**config.mk**
```make
export PLATFORM = sky130hd
export DESIGN_NAME = fifo_rd_ctrl
export DESIGN_NICKNAME = d
export VERILOG_FILES = /design/src/rtl/fifo_pkg.sv /design/src/rtl/ptr_sync.sv /design/src/rtl/fifo_rd_ctrl.sv
export SDC_FILE = /design/constraint.sdc
export NUM_CORES = 1
export LEC_CHECK = 0
export BUFFER_PORTS_ARGS = -buffer_cell sky130_fd_sc_hd__buf_2
export CAP_MARGIN = 5
export CELL_PAD_IN_SITES_DETAIL_PLACEMENT = 0
export CELL_PAD_IN_SITES_GLOBAL_PLACEMENT = 1
export CORE_AREA = 2 2 86 55
export DETAILED_ROUTE_END_ITERATION = 10
export DIE_AREA = 0 0 88 57
export GPL_TIMING_DRIVEN = 0
export PLACE_DENSITY = 0.6
export SLEW_MARGIN = 25
export SYNTH_ARGS = -nofsm -noshare
export SYNTH_HDL_FRONTEND = slang
export SYNTH_SLANG_ARGS = --single-unit
```
**constraint.sdc**
```tcl
create_clock -name CLK -period 1.8 [get_ports CLK]
set_input_delay 0.36 -clock CLK [delete_from_list [all_inputs] [get_ports CLK]]
set_output_delay 0.36 -clock CLK [all_outputs]
set_load 0.01 [all_outputs]
```
**src/rtl/fifo_pkg.sv**
```systemverilog
// Shared definitions for the FIFO read-side controller: output-stage state
// type and Gray/binary conversion helpers. Optional almost-empty flag is
// enabled with the FIFO_RD_ALMOST_EMPTY_EN macro (see fifo_rd_ctrl).
package fifo_pkg;

  // Output stage states: IDLE has no word held, HOLD presents a word.
  typedef enum logic {
    IDLE = 1'b0,
    HOLD = 1'b1
  } rd_state_t;

  // Working width of the conversion helpers; callers size-cast in and out.
  localparam int FN_W = 32;

  // Binary to reflected Gray code.
  function automatic logic [FN_W-1:0] bin2gray(input logic [FN_W-1:0] bin);
    return bin ^ (bin >> 1);
  endfunction

  // Reflected Gray code back to binary (prefix XOR from the MSB down).
  function automatic logic [FN_W-1:0] gray2bin(input logic [FN_W-1:0] gray);
    logic [FN_W-1:0] bin;
    bin[FN_W-1] = gray[FN_W-1];
    for (int i = FN_W - 2; i >= 0; i--) begin
      bin[i] = bin[i+1] ^ gray[i];
    end
    return bin;
  endfunction

endpackage

```
**src/rtl/ptr_sync.sv**
```systemverilog
// Two-flop synchronizer for a Gray-coded pointer crossing into the CLK domain.
// Only one bit changes per pointer step, so each stage sees a coherent value.
module ptr_sync #(
  parameter int WIDTH = 5
) (
  input  logic             CLK,
  input  logic             RST,
  input  logic [WIDTH-1:0] async_ptr,
  output logic [WIDTH-1:0] sync_ptr
);

  logic [WIDTH-1:0] stage1_reg;
  logic [WIDTH-1:0] stage2_reg;

  // Two back-to-back capture stages; both clear on reset.
  always_ff @(posedge CLK or posedge RST) begin
    if (RST) begin
      stage1_reg <= '0;
      stage2_reg <= '0;
    end else begin
      stage1_reg <= async_ptr;
      stage2_reg <= stage1_reg;
    end
  end

  assign sync_ptr = stage2_reg;

endmodule

```
**src/rtl/fifo_rd_ctrl.sv**
```systemverilog
// Read-side controller of an asynchronous FIFO. Synchronizes the Gray write
// pointer, derives EMPTY, pops words from a combinational-read memory into a
// registered valid/ready output stage and returns its own Gray read pointer.
// Optional feature: define FIFO_RD_ALMOST_EMPTY_EN to add the registered
// ALMOST_EMPTY output (threshold AE_LEVEL words).
module fifo_rd_ctrl
  import fifo_pkg::*;
#(
  parameter int DATA_WIDTH    = 8,
  parameter int ADDRESS_WIDTH = 4,
  parameter int AE_LEVEL      = 2
) (
  input  logic                   CLK,
  input  logic                   RST,
  input  logic [ADDRESS_WIDTH:0] Wr_ptr_gray,
  input  logic [DATA_WIDTH-1:0]  Rd_DATA,
  output logic [ADDRESS_WIDTH-1:0] Rd_addr,
  output logic [ADDRESS_WIDTH:0] Rd_ptr_gray,
  output logic                   EMPTY,
  output logic [DATA_WIDTH-1:0]  Out_DATA,
  output logic                   Out_VALID,
`ifdef FIFO_RD_ALMOST_EMPTY_EN
  output logic                   ALMOST_EMPTY,
`endif
  input  logic                   Out_READY
);

  // Pointers carry one extra MSB so full and empty wrap states differ.
  localparam int PW = ADDRESS_WIDTH + 1;

  logic [PW-1:0]         wq2;
  logic [PW-1:0]         rd_bin_reg;
  logic [PW-1:0]         rd_bin_next;
  logic [PW-1:0]         rd_gray_reg;
  logic [PW-1:0]         rd_gray_next;
  rd_state_t             state_reg;
  logic                  out_valid_reg;
  logic [DATA_WIDTH-1:0] out_data_reg;
  logic                  empty;
  logic                  pop;

  ptr_sync #(
    .WIDTH(PW)
  ) u_wr_ptr_sync (
    .CLK      (CLK),
    .RST      (RST),
    .async_ptr(Wr_ptr_gray),
    .sync_ptr (wq2)
  );

  // Empty when our Gray pointer has caught up with the synchronized writer.
  assign empty = (rd_gray_reg == wq2);

  // A word is taken from memory whenever one exists and the output register
  // is free now or is being emptied by the consumer on this edge.
  assign pop = !empty && ((state_reg == IDLE) ||
                          ((state_reg == HOLD) && Out_READY));

  // Next pointer values; the Gray form is precomputed so it can be registered.
  always_comb begin
    rd_bin_next  = rd_bin_reg;
    if (pop) begin
      rd_bin_next = rd_bin_reg + PW'(1);
    end
    rd_gray_next = PW'(bin2gray(FN_W'(rd_bin_next)));
  end

  // Read pointer registers, binary for addressing and Gray for the writer.
  always_ff @(posedge CLK or posedge RST) begin
    if (RST) begin
      rd_bin_reg  <= '0;
      rd_gray_reg <= '0;
    end else begin
      rd_bin_reg  <= rd_bin_next;
      rd_gray_reg <= rd_gray_next;
    end
  end

  // Output stage: load on pop, drop to IDLE when the last held word is taken.
  always_ff @(posedge CLK or posedge RST) begin
    if (RST) begin
      state_reg     <= IDLE;
      out_valid_reg <= 1'b0;
      out_data_reg  <= '0;
    end else begin
      case (state_reg)
        IDLE: begin
          if (pop) begin
            state_reg     <= HOLD;
            out_valid_reg <= 1'b1;
            out_data_reg  <= Rd_DATA;
          end
        end
        HOLD: begin
          if (Out_READY) begin
            if (pop) begin
              out_data_reg <= Rd_DATA;
            end else begin
              // Out_DATA deliberately keeps the last word when going idle.
              state_reg     <= IDLE;
              out_valid_reg <= 1'b0;
            end
          end
        end
        default: begin
          state_reg     <= IDLE;
          out_valid_reg <= 1'b0;
        end
      endcase
    end
  end

`ifdef FIFO_RD_ALMOST_EMPTY_EN
  logic [PW-1:0] wr_bin_sync;
  logic [PW-1:0] fill_next;
  logic          almost_empty_reg;

  // Fill level after this edge's pop, measured against the synchronized writer.
  assign wr_bin_sync = PW'(gray2bin(FN_W'(wq2)));
  assign fill_next   = wr_bin_sync - rd_bin_next;

  // Registered almost-empty flag; asserted from reset.
  always_ff @(posedge CLK or posedge RST) begin
    if (RST) begin
      almost_empty_reg <= 1'b1;
    end else begin
      almost_empty_reg <= (fill_next <= PW'(AE_LEVEL));
    end
  end

  assign ALMOST_EMPTY = almost_empty_reg;
`else
  // Almost-empty flag not built in this configuration.
`endif

  assign Rd_addr     = rd_bin_reg[ADDRESS_WIDTH-1:0];
  assign Rd_ptr_gray = rd_gray_reg;
  assign EMPTY       = empty;
  assign Out_DATA    = out_data_reg;
  assign Out_VALID   = out_valid_reg;

endmodule

```
-- After elaboration in Yosys (flattened, before gate mapping)
Cells that the tools add are included.
- memories: 0
- register bits: 30
- output and inout bits: 19
- input bits: 16
- RAM bits: 0
- memory bits (read-only): 0
- latch bits: 0
- logic and storage cells: 30
- shift-type cells: 0
- multiplexer cells: 11
- eq/ne operators: 4
- bitwise gates (word level): 2
- divide/modulo/power cells: 0
- $lt $le $gt $ge: 0
- multipliers: 0
- $add $sub $neg: 1
- reductions and logical operators: 5
- operators by type and width (kind ; count):
    $mux 8 ; 2
    $pmux 8 s2 ; 1
    $ne 2x2->1 const B ; 3
    $add 5x1->5 const B ; 1
    $eq 5x5->1 ; 1
    $mux 1 ; 5
    $mux 5 ; 1
    $xor 5x4->5 ; 1
    $pmux 1 s2 ; 2
    $reduce_and 3->1 ; 1
    $logic_and 1x1->1 ; 2
    $logic_not 1->1 ; 1
    $logic_or 1x1->1 ; 1
    $not 1->1 ; 1

-- Longest topological paths before layout
- depth in word-level cells: 6
- mapped depth: 7
- gate-level depth less buffers: 6

-- By module
A second synthesis with hierarchy kept.
- cells, all modules: 90
- area, all modules: 1214.9 µm²
- by module, submodules not included (module ; area each (µm²) ; cells an instance ; instances ; sequential area each (µm²)):
    fifo_rd_ctrl ; 960.9 ; 79 ; 1 ; 475.5
    ptr_sync ; 254.0 ; 11 ; 1 ; 250.2

-- Worst setup path before layout
No wires, ideal clock.
- path type: reg-to-reg
- from: register, netlist name rd_bin_reg[4]
- to: register out_data_reg[1], in the netlist Out_DATA[1]
- cell stages (with the launch flop): 6
- buffers on the path: 1
- required time: 1.675 ns
- data arrival time: 1.435 ns
- period minus slack after synthesis: 1.560 ns
- library setup time: 0.125 ns
- path slack: 0.240 ns
- cell sequence: dfrtp_1 -> xor2_1 -> nor2_2 -> a21oi_4 -> buf_6 -> mux2_2
- RTL lines (what ; line ; RTL):
    end signal: assignment ; fifo_rd_ctrl.sv:91 ; out_data_reg <= Rd_DATA;
    end signal: assignment ; fifo_rd_ctrl.sv:97 ; out_data_reg <= Rd_DATA;
    end: declaration ; fifo_rd_ctrl.sv:38 ; logic [DATA_WIDTH-1:0] out_data_reg;

-- Worst setup path in the final report
- from: register u_wr_ptr_sync.stage2_reg[3], in the netlist u_wr_ptr_sync.sync_ptr[3]
- to: output EMPTY
- cells in the longest elaborated chain, start to end: 1
- ends and longest elaborated chain (what ; line ; RTL):
    start: declaration ; ptr_sync.sv:13 ; logic [WIDTH-1:0] stage2_reg;
    start signal: assignment ; ptr_sync.sv:22 ; stage2_reg <= stage1_reg;
    $eq 5x5->1 ; fifo_rd_ctrl.sv:52 ; assign empty = (rd_gray_reg == wq2);
    end: declaration ; fifo_rd_ctrl.sv:19 ; output logic EMPTY,
No other way between the ends.

==> results by group <==
Run status
  • Status: complete, no violations

GRT
  • All-layer global routing usage: 10.4%
  • Pin count of the biggest net entering global routing: 30
  • First-pass GRT wire length: 3.80 mm
  • Global route overflow: 0
  • Vias in the first global route: around 830
  • Initial antenna violation count: 0

Logic synthesis
  • Number of flops mapped to enable cells by yosys: 0
  • Cell taking the most area after synthesis: dfrtp_1
  • Synth Flop Type: dfrtp_1
  • Synth top area share: 59.9%
  • Synthesized net count: 106
  • Synth Instances: between 80 and 90
  • Library cells used by synthesis: 29
  • YS warnings: 0
  • Synthesized area: between 1000 and 1500 um2
  • Asr flop ratio synth: 100%
  • #FFs+latches synth: 29
  • Register area share after synthesis: 59.9%
  • Largest cells by area after synthesis: dfrtp_1 60%, mux2_2 8.4%, xor2_1 7.2%, xnor2_1 2.9%, mux2i_1 1.7%
  • Post-Syn Area per Cell: around 14 um2

Final layout
  • Filler instances: 432
  • Most frequent cells in the layout: 34 x buf_2, 27 x dfrtp_1, 9 x mux2_2
  • Commonest non-fill, non-tap cell in the layout: buf_2
  • Max reg flops: 8
  • Fin cells: 195
  • N_diodes: 0
  • Syn-to-layout area delta: 33.2%
  • Final nets: 149
  • Share of post-route cells with drive strength above 1: between 50% and 60%

Route
  • Via density: slightly above 4
  • Initial DRT Pass Iterations: 3
  • DR iter-0 viols: 10
  • Detailed-route via count: around 790
  • WL per Instance: 11.4 um
  • Final wirelength: 2.23 mm
  • DRT antenna net count: 0
  • Residual DRC count: 0

Timing
  • Slew headroom: around 60%
  • RSZ-0062 raised after global routing: no
  • Final number of setup-violating endpoints: 0
  • Highest clock rate: between 500 and 600 MHz
  • Final period util: 96.6%
  • Slew Viols, Final: 0
  • Worst Tran Pin Value: 0.599 ns
  • Clock Skews: 0.00427 ns
  • Final hold vios: 0
  • Post-layout minimum cycle time: approximately 1.7 ns
  • Setup TNS: 0 ns

Floorplan
  • Die span in y: 57 um
  • Die ar.: 5020 um2
  • Row cnt: 19
  • Initial core utilization: between 20 and 30%
  • # IOs: 35
  • Placeable Area: 4300 um2
  • Die width: 88 um

Power
  • Maximum vdd ir drop: 452 uV
  • Power Density: 1620 nW/um2
  • Power after layout: 2610 uW
  • Static leakage: roughly 0.00074 uW

Clocking
  • CTS Sinks: 29
  • Clk slew on worst S/H paths: 0.06 ns
  • Deepest clock path buffer count: 2
  • Worst-skew pair later-pin latency: 0.27 ns
  • CTS Buf Count: 5
  • H-tree Lvls: 2
  • CTS tree: yes
  • CTS root buf: clkbuf_8

Worst setup path
  • Critical Path Fanout Max: 5
  • Data arrival time of the worst path: 1.38 ns
  • Crit path capture type: output port
  • Critical path type: reg -> out
  • Crit start category: flop
  • Critical Path RT: between 1 and 1.5 ns

Flow run
  • Max cap viols: 0

Placement
  • GP Congestion: around 0.73
  • Buffers on Ports: 34
  • Hpwl dp: 1.60 mm
  • Dpl cells: 186

Min path
  • Hold WC Path Type: in -> async
per-layer routing:
layer | vias up | GRT usage (%) | part of all wire (%)
met2 | 28 | 13.9 | 42
met4 | 0 | 5.27 | 1.5
met1 | 374 | 13.8 | 48
met5 | - | 0 | 0
met3 | 5 | 5.07 | 8.4
li1 | 380 | - | -
stage by stage:
stage / area (um2) / worst slack (ns) / hold WS [ns] / util [%]
after floorplan: 1210 / 0.240 / 0.331 / -
after global placement: 1460 / 0.109 / 0.334 / 33.9
after detailed placement: 1460 / 0.100 / 0.336 / 33.9
after CTS: 1560 / 0.0152 / 0.173 / 36.2
after global routing: 1610 / 0.000108 / 0.185 / 37.5
final: 1610 / 0.0617 / 0.152 / 37.5
path summary, 6_finish.rpt:
check	cells past startpoint	slack [ns]	from	endpoint
max in group asynchronous	2	1.22	RST	rd_bin_reg[4]$_DFF_PP0_
worst max register to register	6	0.09	rd_bin_reg[4]$_DFF_PP0_	Out_DATA[5]$_DFFE_PP0P_
worst max-delay path	4	0.06	u_wr_ptr_sync.sync_ptr[3]$_DFF_PP0_	EMPTY
worst min-delay path	2	0.15	RST	Out_DATA[1]$_DFFE_PP0P_
worst min register to register	0	0.35	u_wr_ptr_sync.stage1_reg[0]$_DFF_PP0_	u_wr_ptr_sync.sync_ptr[0]$_DFF_PP0_
min in group CLK	1	0.19	Wr_ptr_gray[2]	u_wr_ptr_sync.stage1_reg[2]$_DFF_PP0_
cells by family (layout without fill, tap and decap cells):
logic type / count (synthesis) / after routing / synth area share [%]
buf+inv: 10 / 53 / 4.13
xor+xnor: 14 / 14 / 10.1
fa+ha+maj: 1 / 1 / 1.03
simple gates: 14 / 14 / 7.54
flops: 29 / 29 / 59.9
mux: 11 / 11 / 10.0
compound gates: 10 / 10 / 7.23
repair_timing:
action | CTS | global route
endpoints found under the setup margin | 1 | 10
hold buffers | 0 | 0
pin swaps | 2 | 3
gates resized for setup | 1 | 9
buffers inserted | 2 | 1
synth_stat cells (2+ instances only):
library cell / n
xor2_1: 10
nand4_1: 2
xnor2_1: 4
mux2_2: 9
inv_1: 4
nand2_1: 2
mux2i_1: 2
nand3_1: 4
dfrtp_1: 29
clkbuf_2: 3
a21o_1: 2
critical path, stage by stage, from the launching register on:
cell and delay, ns:
dfrtp_1 0.39, xor2_2 0.19, nor3_4 0.22, and2_4 0.20
buf_6 0.10
cell type report:
class	instances	area, um2	area share, %
inverter	4	15.0	0.931
tap	63	78.8	4.89
timing repair buffer	37	199	12.3
sequential	29	728	45.2
multi-input combinational	50	475	29.5
clock buffer	7	86.3	5.35
buffer	5	30.0	1.86
power by group:
part / switching [uW] / total [uW] / internal (uW)
Sequential: 142 / 982 / 840
Clock: 219 / 521 / 302
Combinational: 577 / 1100 / 527
Note: power is estimated with default switching activity, not from simulation.
